==> src/rtl/ascii_conv_arbiter.sv <==
// Round-robin arbiter in front of one shared 12-bit binary to 4-digit ASCII converter.
// Each granted value is converted by successive subtraction of 1000/100/10/1, and the
// result is returned tagged with the index of the requester that was granted.
module ascii_conv_arbiter #(
    parameter int unsigned N_REQ = 4,
    parameter int unsigned IDX_W = 2
) (
    input  logic                 clk,
    input  logic                 rst_n,
    input  logic [N_REQ-1:0]     req,
    input  logic [N_REQ*12-1:0]  val,
    output logic [N_REQ-1:0]     gnt,
    output logic                 busy,
    output logic                 done_valid,
    output logic [IDX_W-1:0]     done_id,
    output logic [31:0]          done_ascii
);

    localparam int unsigned VAL_W = 12;
    localparam int unsigned CNT_W = 4;
    localparam int unsigned DIG_W = 2;

    typedef enum logic [1:0] {
        S_IDLE = 2'd0,
        S_CONV = 2'd1,
        S_DONE = 2'd2
    } state_t;

    state_t             r_state;
    logic [IDX_W-1:0]   r_ptr;
    logic [IDX_W-1:0]   r_id;
    logic [VAL_W-1:0]   r_rem;
    logic [CNT_W-1:0]   r_cnt;
    logic [DIG_W-1:0]   r_digit;
    logic [31:0]        r_work;

    logic               w_any;
    logic [IDX_W-1:0]   w_sel;
    logic [N_REQ-1:0]   w_gnt;
    logic [VAL_W-1:0]   w_sel_val;
    logic [VAL_W-1:0]   w_weight;
    logic [7:0]         w_byte;
    int                 w_best;
    int                 w_dist;

    // Round-robin pick: the set request closest after r_ptr (distance 0 = r_ptr+1) wins.
    always_comb begin
        w_any  = 1'b0;
        w_sel  = '0;
        w_best = int'(N_REQ);
        w_dist = 0;
        for (int i = 0; i < int'(N_REQ); i++) begin
            if (req[i]) begin
                w_dist = (i + int'(N_REQ) - 1 - int'(r_ptr)) % int'(N_REQ);
                if (w_dist < w_best) begin
                    w_best = w_dist;
                    w_sel  = IDX_W'(i);
                    w_any  = 1'b1;
                end
            end
        end
    end

    // One-hot grant vector and value mux for the selected requester.
    always_comb begin
        w_gnt     = '0;
        w_sel_val = '0;
        for (int i = 0; i < int'(N_REQ); i++) begin
            if (IDX_W'(i) == w_sel) begin
                w_gnt[i]  = 1'b1;
                w_sel_val = val[VAL_W*i +: VAL_W];
            end
        end
    end

    // Decimal weight of the digit currently being extracted, and its ASCII byte.
    always_comb begin
        case (r_digit)
            2'd3:    w_weight = 12'd1000;
            2'd2:    w_weight = 12'd100;
            2'd1:    w_weight = 12'd10;
            default: w_weight = 12'd1;
        endcase
        w_byte = 8'h30 + {4'h0, r_cnt};
    end

    // Arbitration / conversion FSM with registered outputs.
    always_ff @(posedge clk or negedge rst_n) begin
        if (!rst_n) begin
            r_state    <= S_IDLE;
            r_ptr      <= IDX_W'(N_REQ - 1);
            r_id       <= '0;
            r_rem      <= '0;
            r_cnt      <= '0;
            r_digit    <= '0;
            r_work     <= '0;
            gnt        <= '0;
            busy       <= 1'b0;
            done_valid <= 1'b0;
            done_id    <= '0;
            done_ascii <= '0;
        end else begin
            gnt        <= '0;
            done_valid <= 1'b0;
            case (r_state)
                S_IDLE: begin
                    if (w_any) begin
                        gnt     <= w_gnt;
                        r_rem   <= w_sel_val;
                        r_id    <= w_sel;
                        r_ptr   <= w_sel;
                        r_digit <= 2'd3;
                        r_cnt   <= '0;
                        busy    <= 1'b1;
                        r_state <= S_CONV;
                    end
                end
                S_CONV: begin
                    if (r_rem >= w_weight) begin
                        r_rem <= r_rem - w_weight;
                        r_cnt <= r_cnt + 4'd1;
                    end else begin
                        case (r_digit)
                            2'd3:    r_work[31:24] <= w_byte;
                            2'd2:    r_work[23:16] <= w_byte;
                            2'd1:    r_work[15:8]  <= w_byte;
                            default: r_work[7:0]   <= w_byte;
                        endcase
                        r_cnt <= '0;
                        if (r_digit == 2'd0) begin
                            r_state <= S_DONE;
                        end else begin
                            r_digit <= r_digit - 2'd1;
                        end
                    end
                end
                S_DONE: begin
                    done_valid <= 1'b1;
                    done_ascii <= r_work;
                    done_id    <= r_id;
                    busy       <= 1'b0;
                    r_state    <= S_IDLE;
                end
                default: begin
                    r_state <= S_IDLE;
                end
            endcase
        end
    end

endmodule

==> config.mk <==
export PLATFORM = sky130hd
export DESIGN_NAME = ascii_conv_arbiter
export DESIGN_NICKNAME = d
export VERILOG_FILES = /design/src/rtl/ascii_conv_arbiter.sv
export SDC_FILE = /design/constraint.sdc
export NUM_CORES = 1
export LEC_CHECK = 0
export CAP_MARGIN = 40
export CORE_UTILIZATION = 51
export CTS_CLUSTER_DIAMETER = 150
export DETAILED_ROUTE_END_ITERATION = 6
export GPL_TIMING_DRIVEN = 0
export PLACE_DENSITY = 0.9
export RECOVER_POWER = 50
export SETUP_SLACK_MARGIN = 0.02
export SYNTH_ARGS = -nofsm -noshare
export SYNTH_HDL_FRONTEND = slang
export SYNTH_SLANG_ARGS = --single-unit
==> constraint.sdc <==
create_clock -name clk -period 3.6 [get_ports clk]
set_input_delay 0.72 -clock clk [delete_from_list [all_inputs] [get_ports clk]]
set_output_delay 0.72 -clock clk [all_outputs]
set_load 0.005 [all_outputs]
==> load_flow_metrics.sql <==
INSERT INTO impl_metrics (metric_group, metric, value, unit) VALUES
('worst_setup_path', 'cp.arrival', '3.64', 'ns'),
('sta', 'layout_min_cycle_time', '3.40', 'ns'),
('synthesis', 'yosysSeqAreaShare', '44.2', '%'),
('synthesis', 'synth_cell_types', '64', ''),
('pwr', 'vdd.ir_drop.worst', '0.000493', 'V'),
('detailed_routing', 'drt_drc_violations_left', '0', ''),
('sta', 'max_freq', '294', 'MHz'),
('worst_setup_path', 'cp_data_required_time', '3.84', 'ns'),
('clock_tree', 'cts.sinks', '72', ''),
('detailed_routing', 'finalWirelength', '9.92', 'mm'),
('place', 'placement_setup_slack', '-0.222', 'ns'),
('clock_tree', 'cts_repair_resize_count', '0', ''),
('clock_tree', 'num_cts_buffers', '9', ''),
('run', 'maxCapViolCount', '0', ''),
('sta', 'final.setup_skew', '0.00992', 'ns'),
('sta', 'setup_ws', '0.199', 'ns'),
('worst_setup_path', 'critical_path_peak_fanout', '6', ''),
('clock_tree', 'postCtsSetupRepairBufs', '0', ''),
('clock_tree', 'clk-insertion-delay-late', '0.35', 'ns'),
('synthesis', 'netlist_top_cells_area', 'dfrtp_1 (43%), mux2_2 (12%), ha_1 (4.9%)', ''),
('floorplan', 'floorplan.die.height', '91.4', 'µm'),
('worst_setup_path', 'critPathKind', 'reg2reg', ''),
('clock_tree', 'cts.hold.buffers_added', '0', ''),
('synthesis', 'yosys.cell_count.top_type', 'dfrtp_1', ''),
('clock_tree', 'clock_tree_from_tritoncts', 'done', ''),
('global_route', 'antenna_found_initial', '0', ''),
('place', 'placed_cell_area', '0.00510', 'mm²'),
('global_route', 'first_global_vias', '3571', ''),
('detailed_routing', 'post_drt_via_cell_ratio', '5.81', ''),
('layout', 'fin_area', '0.00531', 'mm²'),
('global_route', 'grt_use_total', '25.7', '%'),
('min_path', 'hold_class', 'reg2reg', ''),
('worst_setup_path', 'endpoint_kind', 'flip-flop', ''),
('sta', 'final_hold_viol_count', '0', ''),
('synthesis', 'yosys_most_used_dff', 'dfrtp_1', ''),
('clock_tree', 'cts-htree-levels', '3', ''),
('clock_tree', 'cts_root_buf', 'clkbuf_8', ''),
('global_route', 'grt_remaining_overflow', '0', ''),
('synthesis', 'synth_top_area_share', '42.9', '%'),
('run_status', 'run_status', 'finished, final reports clean', ''),
('place', 'port_buffers', '84', ''),
('global_route', 'wire_length_of_the_first_global_routing_pass', '16.8', 'mm'),
('sta', 'total_count_of_max_transition_violations_in_the_final_report', '0', ''),
('layout', 'area_delta_synth_final', '30.2', '%'),
('floorplan', 'starting_utilization_of_the_core_area', '52.8', '%'),
('layout', 'layout.filler_cells', '587', ''),
('detailed_routing', 'detailed_routing_iterations_pass_1', '5', ''),
('clock_tree', 'cts.clk_slew.worst_paths', '0.07', 'ns'),
('sta', 'finalSetupViolCount', '0', ''),
('synthesis', 'ys_top_cells_by_count', 'dfrtp_1 (70), mux2_2 (43), nand2_1 (29)', ''),
('detailed_routing', 'wl_per_cell', '16.6', 'µm'),
('sta', 'worst_slew_margin_rel', '19.8', '%'),
('detailed_routing', 'route.antenna.remaining_nets', '0', ''),
('pwr', 'power_per_cell_area', '989', 'mW/mm²'),
('layout', 'final_layout_size_suffix_gt1_share', '20.2', '%'),
('synthesis', 'post_synth_inst_count', '385', ''),
('floorplan', 'design.die.area', '0.00836', 'mm²'),
('layout', 'postLayoutCoreUtil', '68.8', '%'),
('synthesis', 'netlist.top_cell.by_area', 'dfrtp_1', ''),
('place', 'post-dp-hpwl', '7.67', 'mm'),
('global_route', 'grt_max_degree', '51', ''),
('synthesis', 'synth_edf_count', '0', ''),
('floorplan', 'core_area', '0.00773', 'mm²'),
('pwr', 'total_power', '5.25', 'mW'),
('layout', 'antenna_diodes', '0', ''),
('detailed_routing', 'vias', '3465', ''),
('clock_tree', 'clock_tree.buffer_depth', '2', ''),
('synthesis', 'synthesis.yosys.warnings', '0', ''),
('synthesis', 'yosys_register_bits', '72', ''),
('pwr', 'static-leakage-power', '2.32', 'nW'),
('place', 'routabilityCongestion', '0.907', ''),
('synthesis', 'synth_area', '0.00408', 'mm²'),
('synthesis', 'synth.avg_cell_area', '10.6', 'µm²'),
('sta', 'grt_setup_unrepaired', 'false', ''),
('sta', 'final.period_utilization', '94.5', '%'),
('detailed_routing', 'drt_iter0_markers', '186', ''),
('synthesis', 'asyncSetResetFlopFracSynth', '100', '%'),
('floorplan', 'ios', '94', ''),
('floorplan', 'placement_rows', '32', ''),
('worst_setup_path', 'critical_path.startpoint_type', 'flip-flop', ''),
('sta', 'worstMarginPinSlew', '1.20', 'ns'),
('floorplan', 'die_width', '91.4', 'µm'),
('layout', 'number_of_nets_in_the_finished_design', '560', '');
-- kinds of logic after synthesis --
logic type,share of synthesized area [%]
other,0.0919
adder cells (fa/ha/maj),5.40
buffers and inverters,5.18
multiplexers,12.4
AND/OR/NAND/NOR,13.7
AO/OA/AOI/OAI,18.0
flip-flops,44.2
XOR/XNOR,1.07
-- layout make-up --
class,instances,area (µm²),area share [%]
Buffer,26,150,2.83
Clock buffer,11,141,2.66
Clock inverter,5,80.1,1.51
Inverter,17,63.8,1.20
Multi-Input combinational cell,277,2100,39.5
Sequential cell,72,1800,34.0
Tap cell,102,128,2.40
Timing Repair Buffer,86,845,15.9
-- through the flow --
stage               hold WS [ns]  TNS (ns)  cells
floorplan                  0.424         0    392
global placement           0.447    -33.00    578
detailed placement         0.451    -0.725    580
CTS                        0.254         0    596
global route               0.488         0    596
finish                     0.462         0    596
-- sequential cells by signal, summed over array words and instances, names as in the netlist, 2 cells and up --
| name | cells |
|---|---|
| r_id | 2 |
| done_id | 2 |
| r_state | 2 |
| done_ascii | 20 |
| r_ptr | 2 |
| r_digit | 2 |
| r_work | 20 |
| r_cnt | 4 |
| r_rem | 12 |
| gnt | 4 |
-- cells in the final DEF (no fill, tap or decap), types with 11 or more instances in the layout --
| cell | netlist | layout |
|---|---|---|
| o21ai_0 | 16 | 15 |
| dlygate4sd3_1 | 0 | 11 |
| clkdlybuf4s50_1 | 0 | 72 |
| nor2_1 | 15 | 15 |
| nand3_1 | 13 | 13 |
| dfrtp_1 | 70 | 70 |
| inv_1 | 17 | 17 |
| a21oi_1 | 14 | 14 |
| buf_4 | 12 | 12 |
| ha_1 | 16 | 16 |
| mux2_2 | 43 | 43 |
| nand2_1 | 29 | 28 |
-- per-layer routing --
layer	routed length [µm]	track usage, %	up-vias	share of wire (%)
met4	207	11.1	0	2.1
met3	531	3.94	19	5.4
met2	5070	46.2	154	51
li1	-	-	1620	-
met1	4110	30.4	1672	41
met5	0	0	-	0
-- worst paths after layout --
kind	start	endpoint	slack, ns	cells past startpoint
min in group asynchronous	rst_n	done_ascii[28]	0.56	1
setup reg to reg	r_digit[0]	r_work[1]	0.20	10
max in group asynchronous	rst_n	r_work[3]	1.27	2
hold / removal	r_work[4]	r_work[4]	0.46	1
hold reg to reg	r_work[4]	r_work[4]	0.46	1
setup / recovery	r_digit[0]	r_work[1]	0.20	10
-- power by group --
| group | switching, mW | internal [mW] |
|---|---|---|
| clock | 0.295 | 0.408 |
| combinational | 1.72 | 1.47 |
| sequential | 0.222 | 1.14 |
-- critical path, cell delays in order (launching register included) --
cell      delay (ns)
dfrtp_1         0.42
inv_1           0.09
ha_1            0.27
o21bai_1        0.22
ha_1            0.36
a21oi_1         0.27
o21ai_0         0.18
or3b_4          0.44
a211oi_4        0.45
nand3_2         0.25
mux2_2          0.34
Power figures use the tool's default switching activity.
